==> src/rtl/fp32_dual_rail_injector.sv <==
// Clocked entry stage of the square-root datapath: classifies FP32 operands, injects
// normal ones into the FP fork as dual-rail codewords and returns specials directly.
package pa_AsyncCordic;
  parameter int EW = 7;
  parameter int FW = 22;

  typedef struct packed {
    logic t;
    logic f;
  } dual_rail_t;

  typedef struct packed {
    dual_rail_t [EW:0] exp;
    dual_rail_t [FW:0] fraction;
  } fp_components_t;
endpackage

module fp32_dual_rail_injector #(
  parameter int EW          = pa_AsyncCordic::EW,
  parameter int FW          = pa_AsyncCordic::FW,
  parameter int SYNC_STAGES = 2,
  parameter int TIMEOUT     = 1024
) (
  input  logic                           clk,
  input  logic                           arst,
  input  logic                           in_valid,
  input  logic [EW+FW+2:0]               in_data,
  output logic                           in_ready,
  output pa_AsyncCordic::fp_components_t fp32,
  input  logic                           fork_ack,
  output logic                           bypass_valid,
  output logic [1:0]                     bypass_class,
  output logic                           busy,
  output logic                           timeout_err
);

  localparam int CW = $clog2(TIMEOUT + 1);
  localparam logic [CW-1:0] TIMEOUT_C = CW'(TIMEOUT);

  typedef enum logic [1:0] {
    IDLE = 2'd0,
    DATA = 2'd1,
    RTZ  = 2'd2
  } state_t;

  state_t                         state_q, state_d;
  pa_AsyncCordic::fp_components_t rails_q, rails_d;
  logic [SYNC_STAGES-1:0]         ack_sync_q, ack_sync_d;
  logic [SYNC_STAGES-1:0]         init_q, init_d;
  logic                           in_ready_q, in_ready_d;
  logic                           bypass_valid_q, bypass_valid_d;
  logic [1:0]                     bypass_class_q, bypass_class_d;
  logic                           busy_q, busy_d;
  logic [CW-1:0]                  cnt_q, cnt_d;
  logic                           timeout_q, timeout_d;
  logic                           ack_s;
  logic                           accept;
  logic [2:0]                     cls;

  // Returns {special, class}; class is 00 zero, 01 +Inf, 10 NaN, 11 negative non-zero.
  function automatic logic [2:0] classify(input logic [EW+FW+2:0] w);
    logic          sgn;
    logic [EW:0]   e;
    logic [FW:0]   fr;
    logic [2:0]    r;
    sgn = w[EW+FW+2];
    e   = w[EW+FW+1:FW+1];
    fr  = w[FW:0];
    if ((&e) && (|fr))                  r = 3'b110;
    else if (&e)                        r = sgn ? 3'b111 : 3'b101;
    else if ((e == '0) && (fr == '0))   r = 3'b100;
    else if (sgn)                       r = 3'b111;
    else                                r = 3'b000;
    return r;
  endfunction

  function automatic pa_AsyncCordic::fp_components_t encode(input logic [EW+FW+2:0] w);
    pa_AsyncCordic::fp_components_t c;
    c = '0;
    for (int i = 0; i <= EW; i++) c.exp[i] = '{t: w[FW+1+i], f: ~w[FW+1+i]};
    for (int i = 0; i <= FW; i++) c.fraction[i] = '{t: w[i], f: ~w[i]};
    return c;
  endfunction

  assign ack_s = ack_sync_q[SYNC_STAGES-1];

  always_comb begin
    state_d        = state_q;
    rails_d        = rails_q;
    in_ready_d     = 1'b0;
    bypass_valid_d = 1'b0;
    bypass_class_d = bypass_class_q;
    ack_sync_d     = {ack_sync_q[SYNC_STAGES-2:0], fork_ack};
    // in_ready waits until the synchronizer holds real ack samples after reset
    init_d         = {init_q[SYNC_STAGES-2:0], 1'b1};
    accept         = in_valid && in_ready_q;
    cls            = classify(in_data);
    case (state_q)
      IDLE: begin
        if (accept && cls[2]) begin
          bypass_valid_d = 1'b1;
          bypass_class_d = cls[1:0];
        end else if (accept) begin
          rails_d = encode(in_data);
          state_d = DATA;
        end else begin
          state_d = IDLE;
        end
        in_ready_d = init_q[SYNC_STAGES-1] && !ack_s && (state_d == IDLE);
      end
      DATA: begin
        if (ack_s) begin
          rails_d = '0;
          state_d = RTZ;
        end else begin
          state_d = DATA;
        end
      end
      RTZ: begin
        if (!ack_s) state_d = IDLE;
        else        state_d = RTZ;
      end
      default: begin
        rails_d = '0;
        state_d = IDLE;
      end
    endcase
    if (state_d != state_q)                          cnt_d = '0;
    else if ((state_q != IDLE) && (cnt_q != TIMEOUT_C)) cnt_d = cnt_q + 1'b1;
    else                                             cnt_d = cnt_q;
    timeout_d = timeout_q || (cnt_d == TIMEOUT_C);
    busy_d    = (state_d != IDLE);
  end

  // Handshake state, rail flops, synchronizer and clocked-side outputs.
  always_ff @(posedge clk or negedge arst) begin
    if (!arst) begin
      state_q        <= IDLE;
      rails_q        <= '0;
      ack_sync_q     <= '0;
      init_q         <= '0;
      in_ready_q     <= 1'b0;
      bypass_valid_q <= 1'b0;
      bypass_class_q <= 2'b00;
      busy_q         <= 1'b0;
      cnt_q          <= '0;
      timeout_q      <= 1'b0;
    end else begin
      state_q        <= state_d;
      rails_q        <= rails_d;
      ack_sync_q     <= ack_sync_d;
      init_q         <= init_d;
      in_ready_q     <= in_ready_d;
      bypass_valid_q <= bypass_valid_d;
      bypass_class_q <= bypass_class_d;
      busy_q         <= busy_d;
      cnt_q          <= cnt_d;
      timeout_q      <= timeout_d;
    end
  end

  assign fp32         = rails_q;
  assign in_ready     = in_ready_q;
  assign bypass_valid = bypass_valid_q;
  assign bypass_class = bypass_class_q;
  assign busy         = busy_q;
  assign timeout_err  = timeout_q;

endmodule

==> config.mk <==
export PLATFORM = sky130hd
export DESIGN_NAME = fp32_dual_rail_injector
export DESIGN_NICKNAME = d
export VERILOG_FILES = /design/src/rtl/fp32_dual_rail_injector.sv
export SDC_FILE = /design/constraint.sdc
export NUM_CORES = 1
export LEC_CHECK = 0
export ABC_AREA = 1
export BUFFER_PORTS_ARGS = -buffer_cell sky130_fd_sc_hd__buf_2
export CELL_PAD_IN_SITES_DETAIL_PLACEMENT = 0
export CELL_PAD_IN_SITES_GLOBAL_PLACEMENT = 2
export CORE_MARGIN = 3
export CORE_UTILIZATION = 33
export CTS_BUF_LIST = sky130_fd_sc_hd__clkbuf_16
export CTS_CLUSTER_DIAMETER = 100
export DETAILED_ROUTE_END_ITERATION = 8
export PLACE_DENSITY = 0.87
export REMOVE_ABC_BUFFERS = 1
export SYNTH_ARGS = -nofsm -noshare
export SYNTH_HDL_FRONTEND = slang
export SYNTH_SLANG_ARGS = --single-unit
==> constraint.sdc <==
create_clock -name clk -period 5.55 [get_ports clk]
set_clock_uncertainty 0.1 [all_clocks]
set_input_delay 1.11 -clock clk [delete_from_list [all_inputs] [get_ports clk]]
set_output_delay 1.11 -clock clk [all_outputs]
set_load 0.02 [all_outputs]
==> results.py <==
metrics = {
    "placed_design": {
        "placed_area_sq_um": 4463,
        "dp_hpwl_um": 6811,
        "pre_cts_slack_ns": 1.970,
        "gp_congestion": 0.7665,
        "port_buffers": 103,
        "dp.cells": 666,
    },
    "global_route": {
        "grt_pass1_vias": 3214,
        "grt_util_all_layers": 0.1537,
        "grt_pass1_wl_um": 16160,
        "antenna_found_initial": 0,
        "grt_overflow_total": 0,
        "grt_start_max_net_pins": 86,
    },
    "logic_synthesis": {
        "ys_seq_area_frac": 0.5479,
        "synth_cells": 443,
        "synth_top_area_share": 0.5479,
        "synth_cell_type_count": 31,
        "ys_async_sr_fraction": 1.000,
        "syn_area_sq_um": 3882,
        "synth_top_area_cell": "dfrtp_1",
        "ys_ff_latch": 85,
        "ys.warnings.count": 0,
        "synth_area_leaders": "dfrtp_1 55%, nand2_1 14%, o31ai_1 7.5%, o21ai_0 4.0%, nor2_1 3.7%",
        "synth_enable_flop_cells": 0,
        "synth-main-ff-cell": "dfrtp_1",
        "syn_avg_cell_area_sq_um": 8.764,
    },
    "die": {
        "fp.dieH_um": 114.5,
        "die_x_um": 114.5,
        "fp-row-count": 38,
        "ios": 104,
        "core_sq_um": 11170,
        "die_area_sq_um": 13100,
        "start_util": 0.3475,
    },
    "sta": {
        "drv_slew": 0,
        "finalCritPeriodShare": 0.5732,
        "setup_violations": 0,
        "relSlewSlack": 0.2892,
        "tightest_slew_ns": 1.066,
        "max_freq_mhz": 314.3,
        "fin_crit_ns": 3.181,
        "rsz0062_at_grt": "false",
        "timing_hold_violations_final": 0,
        "setup_slack_ns": 2.369,
        "setup_tns_ns": 0,
    },
    "outcome": {
        "status": "finished clean",
    },
    "cts": {
        "post-cts-setup-buffers": 0,
        "cts_root_buffer": "clkbuf_16",
        "htreeDepth": 3,
        "cts_resized": 0,
        "clkSlewWorstSetupHoldPaths_ns": 0.07,
        "cts.sinks": 85,
        "cts_buffers": 9,
        "cts_tree": "yes",
        "postCtsHoldBufs": 0,
        "insertion_delay_ns": 0.33,
        "clockBufferDepth": 2,
    },
    "worst_setup_path": {
        "arrival_ns": 3.27,
        "end_kind": "register",
        "start_kind": "input pin",
        "critPathKind": "in2reg",
        "cp_data_required_time_ns": 5.64,
        "cp_max_fo": 80,
    },
    "pwr": {
        "p_leak_nw": 2.470,
        "powerDensity_nw_per_um2": 498.6,
        "vdd_drop_max_mv": 0.2306,
    },
    "routing": {
        "dr_total_vias": 3187,
        "wl_per_cell_um": 14.27,
        "drt_first_pass_iters": 4,
        "ant_nets": 0,
        "wirelength_um": 9720,
        "dr.first_iter.drc_count": 124,
        "route.detailed.drc": 0,
        "routed_via_density": 4.680,
    },
    "final_layout": {
        "fin_area_sq_um": 4800,
        "instances_no_fill": 681,
        "area_growth_pct": 23.62,
        "diodes": 0,
        "fin_nets": 575,
        "drive_gt1_frac": 0.2514,
    },
    "worst_hold_path": {
        "hp-class": "reg2reg",
    },
    "job": {
        "maxCapViolCount": 0,
    },
}
-- cell type report --
class / instances / area, sq um
clock buffer: 9 / 225.2
tap: 140 / 175.2
multi-input combinational: 300 / 1489
timing repair buffer: 106 / 540.5
inverter: 35 / 131.4
fill: 1144 / 6374
sequential: 85 / 2127
clock inverter: 6 / 111.4
-- final timing paths --
check | endpoint | cells after the start | start | slack, ns
worst min-delay path | ack_sync_q[1]$_DFF_PN0_ | 0 | ack_sync_q[0]$_DFF_PN0_ | 0.25
worst min register to register | ack_sync_q[1]$_DFF_PN0_ | 0 | ack_sync_q[0]$_DFF_PN0_ | 0.25
min in group asynchronous | fp32[3]$_DFFE_PN0P_ | 1 | arst | 0.85
max in group asynchronous | fp32[23]$_DFFE_PN0P_ | 1 | arst | 3.79
worst max register to register | fp32[5]$_DFFE_PN0P_ | 6 | state_q[1]$_DFF_PN0_ | 2.99
worst max-delay path | fp32[5]$_DFFE_PN0P_ | 10 | in_data[10] | 2.37
-- layout by cell type, fill, tap and decap left out, types with 3 or more instances in the layout --
master and instances:
nand3_1 7, dfrtp_1 85, o21ai_1 5, nor2_1 38
o31ai_1 39, nor2_2 3, o211ai_1 5, o21ai_0 31
nand4_1 4, nand2_1 141, a21oi_1 4, buf_2 102
clkbuf_16 9, bufinv_16 3, buf_4 4, inv_2 3
inv_1 32, xor2_1 6
-- layer usage --
| layer | global-route usage | part of all wire | wire, um |
|---|---|---|---|
| met2 | 0.2476 | 0.47 | 4547 |
| met3 | 0.05920 | 0.076 | 737 |
| met1 | 0.1979 | 0.45 | 4362 |
| met5 | 0 | 0 | 0 |
| met4 | 0.03088 | 0.0075 | 73 |
-- sequential cells by signal, indices dropped and copies added, names as in the netlist --
register      flops
ack_sync_q        2
busy              1
bypass_class      2
bypass_valid      1
cnt_q            11
fp32             62
in_ready          1
init_q            2
state_q           2
timeout_err       1
-- worst max-delay path, cell delays in order --
cell and delay [ns]:
buf_2 0.12, nor2_1 0.10, nand2_1 0.07, nor2_1 0.21, nand4_1 0.17, nand2_2 0.12, nand3_4 0.10, nand2_4 0.39
buf_4 0.66, o21ai_0 0.18
-- cell families (layout without fill, tap and decap cells) --
logic type	Yosys count	after routing	synth area share
simple gates	204	204	0.2195
compound gates	86	86	0.1408
flops	85	85	0.5479
buf+inv	58	156	0.06864
xor+xnor	7	7	0.01579
fa+ha+maj	2	2	0.006444
other cells	1	1	0.0009659
-- cell usage after synthesis (4+ instances only) --
library cell	number
nor2_1	38
xor2_1	6
o21ai_1	5
buf_2	6
inv_1	32
nand4_1	4
dfrtp_1	85
buf_4	9
o31ai_1	39
clkbuf_1	7
a21oi_1	4
o21ai_0	31
nand3_1	7
nand2_1	141
o211ai_1	5
-- power breakdown --
group / switching (mW) / total [mW] / internal [mW]
Clock: 0.245 / 0.683 / 0.438
Combinational: 0.526 / 0.780 / 0.254
Sequential: 0.115 / 0.929 / 0.814
-- metrics by stage --
step	hold slack (ns)	util	power (mW)
after global routing	0.2618	0.4296	2.539
after detailed placement	0.2358	0.3994	1.734
after floorplan	0.2312	-	1.408
final	0.2511	0.4296	2.393
after global placement	0.2341	0.3994	1.723
after CTS	0.2526	0.4296	2.427
No activity file was read; power rests on OpenSTA's default activity.
